$ cat src/rtl/pc_fetch_pkg.sv
// pc_fetch_pkg: shared widths, fetch FSM states and reset PC for the fetch stage
package pc_fetch_pkg;

    localparam int PC_W    = 16;
    localparam int INSTR_W = 16;

    localparam logic [PC_W-1:0] RESET_PC_DEFAULT = 16'h0000;

    typedef enum logic [1:0] {
        IDLE  = 2'd0,
        WAIT  = 2'd1,
        VALID = 2'd2,
        DRAIN = 2'd3
    } fetch_state_t;

endpackage

$ cat src/rtl/pc_fetch_unit.sv
// pc_fetch_unit: PC register and req/ack instruction fetch with valid/stall output (optional PC_ALIGN_CHECK_EN)
module pc_fetch_unit
    import pc_fetch_pkg::*;
#(
    parameter logic [PC_W-1:0] RESET_PC = RESET_PC_DEFAULT
) (
    input  logic               clk,
    input  logic               rst,
    input  logic               branch_taken_i,
    input  logic [31:0]        jump_address_i,
    input  logic               stall_i,
    output logic [PC_W-1:0]    pc_o,
    output logic [PC_W-1:0]    pc_plus_two_o,
    output logic               imem_req_o,
    output logic [PC_W-1:0]    imem_addr_o,
    input  logic               imem_ack_i,
    input  logic [INSTR_W-1:0] imem_rdata_i,
    output logic [INSTR_W-1:0] instr_o,
    output logic               instr_valid_o,
    output logic               misalign_err_o
);

    fetch_state_t        state_q, state_d;
    logic [PC_W-1:0]     pc_q, pc_d;
    logic [PC_W-1:0]     addr_q, addr_d;
    logic [INSTR_W-1:0]  instr_q, instr_d;
    logic                req_q, req_d;
    logic [PC_W-1:0]     target;
    logic                unused_jump_bits;

    // Instructions are halfword aligned, so bit 0 of the target is always dropped
    assign target           = {jump_address_i[15:1], 1'b0};
    assign unused_jump_bits = &{1'b0, jump_address_i[31:16], jump_address_i[0]};

    assign pc_o           = pc_q;
    assign pc_plus_two_o  = pc_q + 16'd2;
    assign imem_req_o     = req_q;
    assign imem_addr_o    = addr_q;
    assign instr_o        = instr_q;
    assign instr_valid_o  = (state_q == VALID);

    // Next-state, PC, fetch address and captured instruction
    always_comb begin
        state_d = state_q;
        pc_d    = pc_q;
        addr_d  = addr_q;
        instr_d = instr_q;
        unique case (state_q)
            IDLE: begin
                state_d = WAIT;
                pc_d    = branch_taken_i ? target : pc_q;
                addr_d  = pc_d;
            end
            WAIT: begin
                if (branch_taken_i && imem_ack_i) begin
                    pc_d   = target;
                    addr_d = target;
                end else if (branch_taken_i) begin
                    pc_d    = target;
                    state_d = DRAIN;
                end else if (imem_ack_i) begin
                    instr_d = imem_rdata_i;
                    state_d = VALID;
                end
            end
            DRAIN: begin
                pc_d = branch_taken_i ? target : pc_q;
                if (imem_ack_i) begin
                    addr_d  = pc_d;
                    state_d = WAIT;
                end
            end
            VALID: begin
                if (branch_taken_i || !stall_i) begin
                    pc_d    = branch_taken_i ? target : pc_plus_two_o;
                    addr_d  = pc_d;
                    state_d = WAIT;
                end
            end
            default: state_d = IDLE;
        endcase
        req_d = (state_d == WAIT) || (state_d == DRAIN);
    end

    // State registers with synchronous reset
    always_ff @(posedge clk) begin
        if (rst) begin
            state_q <= IDLE;
            pc_q    <= RESET_PC;
            addr_q  <= RESET_PC;
            instr_q <= '0;
            req_q   <= 1'b0;
        end else begin
            state_q <= state_d;
            pc_q    <= pc_d;
            addr_q  <= addr_d;
            instr_q <= instr_d;
            req_q   <= req_d;
        end
    end

`ifdef PC_ALIGN_CHECK_EN
    logic misalign_q;

    // Sticky flag for any taken branch to an odd target
    always_ff @(posedge clk) begin
        if (rst) misalign_q <= 1'b0;
        else if (branch_taken_i && jump_address_i[0]) misalign_q <= 1'b1;
    end

    assign misalign_err_o = misalign_q;
`else
    assign misalign_err_o = 1'b0;
`endif

endmodule

$ cat config.mk
export PLATFORM = sky130hd
export DESIGN_NAME = pc_fetch_unit
export DESIGN_NICKNAME = d
export VERILOG_FILES = /design/src/rtl/pc_fetch_pkg.sv /design/src/rtl/pc_fetch_unit.sv
export SDC_FILE = /design/constraint.sdc
export NUM_CORES = 1
export LEC_CHECK = 0
export ABC_AREA = 1
export CAP_MARGIN = 40
export CORE_MARGIN = 1.5
export CORE_UTILIZATION = 60
export DETAILED_ROUTE_END_ITERATION = 16
export DONT_BUFFER_PORTS = 1
export PLACE_DENSITY = 0.72
export SYNTH_ARGS = -nofsm -noshare
export SYNTH_HDL_FRONTEND = slang
export SYNTH_SLANG_ARGS = --single-unit
$ cat constraint.sdc
create_clock -name clk -period 3.7 [get_ports clk]
set_clock_uncertainty 0.15 [all_clocks]
set_input_delay 0.37 -clock clk [delete_from_list [all_inputs] [get_ports clk]]
set_output_delay 0.37 -clock clk [all_outputs]
set_load 0.005 [all_outputs]
==> Word-level counts from Yosys, hierarchy flattened <==
Index checks and enable logic that the tools add are counted.
{ "totals": {"regBits": 51, "latch_bits": 0, "mem_bits_rw": 0, "mem_bits_ro": 0, "in_bits": 53, "out_inout_bits": 67, "wordCells": 38, "mem_count": 0} }
{ "op_classes": {"n_addsub": 1, "n_mul": 0, "div_mod_pow": 0, "n_lt_le_gt_ge": 0, "eq_ne": 8, "shift": 0, "muxes": 14, "bitwise_logic": 2, "reduce_logical": 8} }
{ "op_table": {"columns": ["op", "count"], "rows": [
  ["2-to-1 mux 16 bit", 6],
  ["case mux 16 bit (4 select lines)", 1],
  ["case mux 16 bit (3 select lines)", 1],
  ["adder 16 x 2 -> 16 bit, second input constant", 1],
  ["2-to-1 mux 2 bit", 5],
  ["case mux 2 bit (4 select lines)", 1],
  ["== test 2 bit, second input constant", 3],
  ["== test 2 x 1 -> 1 bit, second input constant", 2],
  ["inequality test 2 bit, second input constant", 2],
  ["AND reduction 4 bit", 1],
  ["AND reduction 3 bit", 1],
  ["logical NOT 2 bit", 1],
  ["logical OR 1 bit", 2],
  ["inequality test 2 x 1 -> 1 bit, second input constant", 1],
  ["NOT 1 bit", 2],
  ["OR reduction 2 bit", 1],
  ["logical AND 1 bit", 1],
  ["logical NOT 1 bit", 1]
]} }

==> Depth between registers and ports, before layout <==
{ "logic_depth": {"ltp_word": 6, "ltp_mapped": 12, "depth_no_buf": 12} }

==> Least setup slack after synthesis <==
No wires, ideal clock.
{ "synth_path": {"path_type": "reg2out", "start": "register pc_q[1], in the netlist pc_o[1]", "end": "output pc_plus_two_o[11]", "arrival_time_ns": 1.262, "required_time_ns": 3.180, "setup_slack_ns": 1.918, "path_stages_with_launch": 8, "path_buffers": 0, "path_cell_list": "dfxtp_1 ha_1 nand3_2 inv_1 nand2_2 nor2_1 nand2_1 and2_2"} }
{ "synth_between": {"elab_chain_len": 1} }
{ "synth_lines": {"columns": ["item", "line_no", "text"], "rows": [
  ["start: declaration", "pc_fetch_unit.sv:24", "logic [PC_W-1:0] pc_q, pc_d;"],
  ["start signal: assignment", "pc_fetch_unit.sv:95", "pc_q <= pc_d;"],
  ["adder 16 x 2 -> 16 bit", "pc_fetch_unit.sv:36", "assign pc_plus_two_o = pc_q + 16'd2;"],
  ["end: declaration", "pc_fetch_unit.sv:13", "output logic [PC_W-1:0] pc_plus_two_o,"]
]} }
Every way passes these cells.

==> Final worst setup path <==
{ "layout_path": {"start": "register state_q[0]", "end": "register pc_q[1], in the netlist pc_o[1]"} }
{ "layout_between": {"elab_chain_len": 3, "word_cells_on_any_way": 7, "classes_between": "eq/ne: 4; mux: 1; reduce/logical: 2"} }
{ "layout_lines": {"columns": ["item", "line_no", "text"], "rows": [
  ["start: declaration", "pc_fetch_unit.sv:23", "fetch_state_t state_q, state_d;"],
  ["start signal: assignment", "pc_fetch_unit.sv:94", "state_q <= state_d;"],
  ["== test 2 bit / logical NOT 2 bit (equally long branches)", "pc_fetch_unit.sv:48", "unique case (state_q)"],
  ["OR reduction 2 bit (no line)", null, null],
  ["case mux 16 bit (3 select lines)", "pc_fetch_unit.sv:48", null]
]} }
Several ways; a longest one is shown, not always the timed one.
A chain may end at the register's enable or synchronous reset.

==> reports/results.ini <==
[status]
run_status = finished clean

[floorplan]
die_area_sq_um = 5475
standard_cell_row_count = 25
floorplan.initialDensity_pct = 63.19
chip_width_um = 74.00
floorplan.die.height_um = 74.00
core_sq_um = 4786
ioPinCount = 120

[drt]
detail-route-antenna-nets = 0
route.vias.total = 3016
wire_per_inst_um = 16.08
drtIter0Drc = 181
first_pass_iters = 4
drt-vias-per-instance = 5.845
routed_wirelength_mm = 8.298
drc_errors = 0

[clock_tree]
clk-insertion-delay-late_ns = 0.31
clock_tree.htree_level_count = 2
cts_buffers = 5
cts_root_buffer = sky130_fd_sc_hd__clkbuf_8
cts_sinks = 51
post_cts.repair.setup_buffers = 0
clk_pin_slew_worst_paths_ns = 0.09
tritoncts = done
cts_buffer_depth = 2

[place]
io_buffer_count = 0
gp_congestion = 0.9228
post-dp-hpwl_mm = 5.670
dp.cells = 508

[logic_synthesis]
synthesis.area_per_instance_sq_um = 6.532
synthXorXnorAreaFrac_pct = 2.524
yosys-mux-area-fraction_pct = 0
synth.yosys.warnings = 0
yosys.area_share.simple_pct = 32.77
synth.yosys.seq_area_share_pct = 33.76
syn_area_sq_um = 3024
syn_nets = 521
synth_seq_cells = 51
netlist-cell-type-count = 35
post_synth_fa_ha_maj_area_fraction_pct = 2.069
synth_top_family_by_area = simple AND/OR/NAND/NOR gates
post_synthesis_compound_gate_area_fraction_pct = 19.74
netlist_instances = 463

[timing]
grt_setup_unrepaired = false
relSlewSlack_pct = 57.44
timing_hold_violations_final = 0
finalSetupViolations = 0
final.period_utilization_pct = 66.75
timing.final.crit_period_ns = 2.470
drv_slew = 0
timing_worst_slew_pin_value_ns = 0.6384
setup-tns-final_ns = 0
highest_clock_rate_mhz = 404.9

[worst_setup_path]
path_cells = inv_1 -> ha_1 -> nand2_1 -> a221oi_1 -> nor2_1
worst_r2r_endpoint = pc_o[1]
critical_path.reg2reg.startpoint = state_q[0]
critical_path_required_time_ns = 3.75
worst-path-max-fanout = 19
critPathLaunchType = flip-flop
worst_setup_slack_for_register_to_register_paths_ns = 1.23
timing.critical_path.arrival_ns = 2.52
setup.worst_path.end_class = flip-flop
timing.critical_path.slowest_cell_delay_ns = 0.71
critPathKind = reg2reg
worst_reg_to_reg_path_cell_count = 5
critical-path-slowest-cell = sky130_fd_sc_hd__ha_1

[grt]
globalRoute.totalOverflow = 0
first_global_vias = 2887
global_route.usage.total_pct = 31.08
grt_pass1_wl_mm = 13.07
grt_start_max_net_pins = 31
grt_antenna_before_repair = 0

[job]
max_cap_violations = 0

[hold_path]
worstHoldEndpoint = instr_o[9]
hold_startpoint = imem_rdata_i[9]
min_path_type = in2reg
min_path_cells = 2

[power]
clkPwrFrac_pct = 30.4
intPower_uw = 870.5
switching_share_pct = 31.38
peakVddDrop_mv = 0.3131
seqPwrFrac_pct = 50.6
leakagePower_nw = 1.305
power_mw = 1.269
share_comb_of_total_power_pct = 19.0
switching_power_uw = 398.2
pwr_density_cell_nw_per_um2 = 409.5

[cells_and_area]
area.growth.synth_to_final_pct = 2.441
utilization_pct = 64.73
stdcell_count = 516
drive_above_1_share_pct = 8.018
diodes = 0
final_nets = 507

## cell families (layout without fill, tap and decap cells)
group,Yosys count,after routing
AND/OR/NAND/NOR,229,229
AO/OA/AOI/OAI,114,114
buffers and inverters,56,42
flip-flops,51,51
XOR/XNOR,7,7
adder cells (fa/ha/maj),5,5
other,1,1
## flip-flops by register name, summed over array words and instances (netlist names)
signal and flops:
instr_o 16, imem_req_o 1, state_q 2, pc_o 16, imem_addr_o 16
## worst max-delay path by stage
stage / from / end / slack, ns / cells after the start
5_1_grt: state_q[0] / pc_o[1] / 1.06 / 5
6_report: state_q[0] / pc_o[1] / 1.23 / 5
4_1_cts: state_q[0] / pc_o[1] / 1.26 / 5
2_1_floorplan: pc_o[1] / pc_plus_two_o[11] / 1.92 / 7
3_5_place_dp: branch_taken_i / imem_addr_o[15] / 1.22 / 10
3_3_place_gp: branch_taken_i / imem_addr_o[15] / 1.23 / 10
## cell usage after synthesis (all sizes together)
cell    number  area [sq um]
a21oi       46         234.0
o21ai       61         309.0
and2         2         13.77
buf         20         137.6
nand3       25         147.7
dfxtp       51          1021
conb         1         3.750
ha           5         62.56
xor2         7         76.32
clkbuf       6         22.52
a21boi       2         15.01
a221oi       2         17.52
inv         30         112.6
nand4        4         25.02
o211ai       1         7.510
nor2        63         274.0
nand2      133         509.2
a22oi        1         7.510
nor3         2         21.27
o22ai        1         6.260
## power by group through the flow
stage | Combinational [mW] | Sequential, mW | Clock [mW]
2_1_floorplan | 0.197 | 0.643 | 0
6_report | 0.241 | 0.643 | 0.386
4_1_cts | 0.238 | 0.643 | 0.387
3_5_place_dp | 0.236 | 0.655 | 0
3_3_place_gp | 0.230 | 0.654 | 0
5_1_grt | 0.271 | 0.650 | 0.405
## worst max-delay path, delay by kind of cell, from the launching register on
| kind | cells | cell delay, ns |
|---|---|---|
| and+or+nand+nor | 2 | 0.59 |
| DFF | 1 | 0.40 |
| buffers and inverters | 1 | 0.10 |
| adders and majority gates | 1 | 0.71 |
| AOI/OAI and AO/OA | 1 | 0.42 |
## cell type report
cell class	count	area, sq um
well taps	67	83.83
inverters	30	112.6
clock inverters	1	30.03
multi-input cells	356	1730
clock buffers	6	72.57
flip-flops and latches	51	1021
repair buffers	5	47.55
fillers	467	1688
## placed cells by master (no fill, tap or decap), types with 2 or more instances in the layout
cell and instances:
sky130_fd_sc_hd__a21boi_0 2, sky130_fd_sc_hd__a21oi_1 45, sky130_fd_sc_hd__a221oi_1 2, sky130_fd_sc_hd__buf_4 3
sky130_fd_sc_hd__clkbuf_8 5, sky130_fd_sc_hd__dfxtp_1 51, sky130_fd_sc_hd__ha_1 5, sky130_fd_sc_hd__inv_1 24
sky130_fd_sc_hd__inv_2 6, sky130_fd_sc_hd__nand2_1 129, sky130_fd_sc_hd__nand2_2 4, sky130_fd_sc_hd__nand3_1 22
sky130_fd_sc_hd__nand3_2 2, sky130_fd_sc_hd__nand4_1 4, sky130_fd_sc_hd__nor2_1 56, sky130_fd_sc_hd__nor2_2 3
sky130_fd_sc_hd__nor2_4 4, sky130_fd_sc_hd__o21ai_0 57, sky130_fd_sc_hd__o21ai_1 3, sky130_fd_sc_hd__xor2_1 5
sky130_fd_sc_hd__xor2_2 2
## routing by layer
layer  part of all wire, %  global-route usage [%]
met1                    40                   36.36
met3                   8.9                   7.724
met2                    49                   52.88
met5                     0                       0
met4                   2.1                   15.43
## metrics by stage
stage	area, sq um	setup WS, ns	hold slack [ns]
floorplan	3024	1.918	0.2961
global route	3098	1.060	0.03772
CTS	3098	1.264	0.04204
finish	3098	1.230	0.04253
global placement	2970	1.231	0.3017
detailed placement	2985	1.222	0.3033
## what timing repair did
action	in CTS	in global routing
hold buffers	1	0
hold endpoints to repair	2	0
resized for setup	0	0
Power figures use the tool's default switching activity.
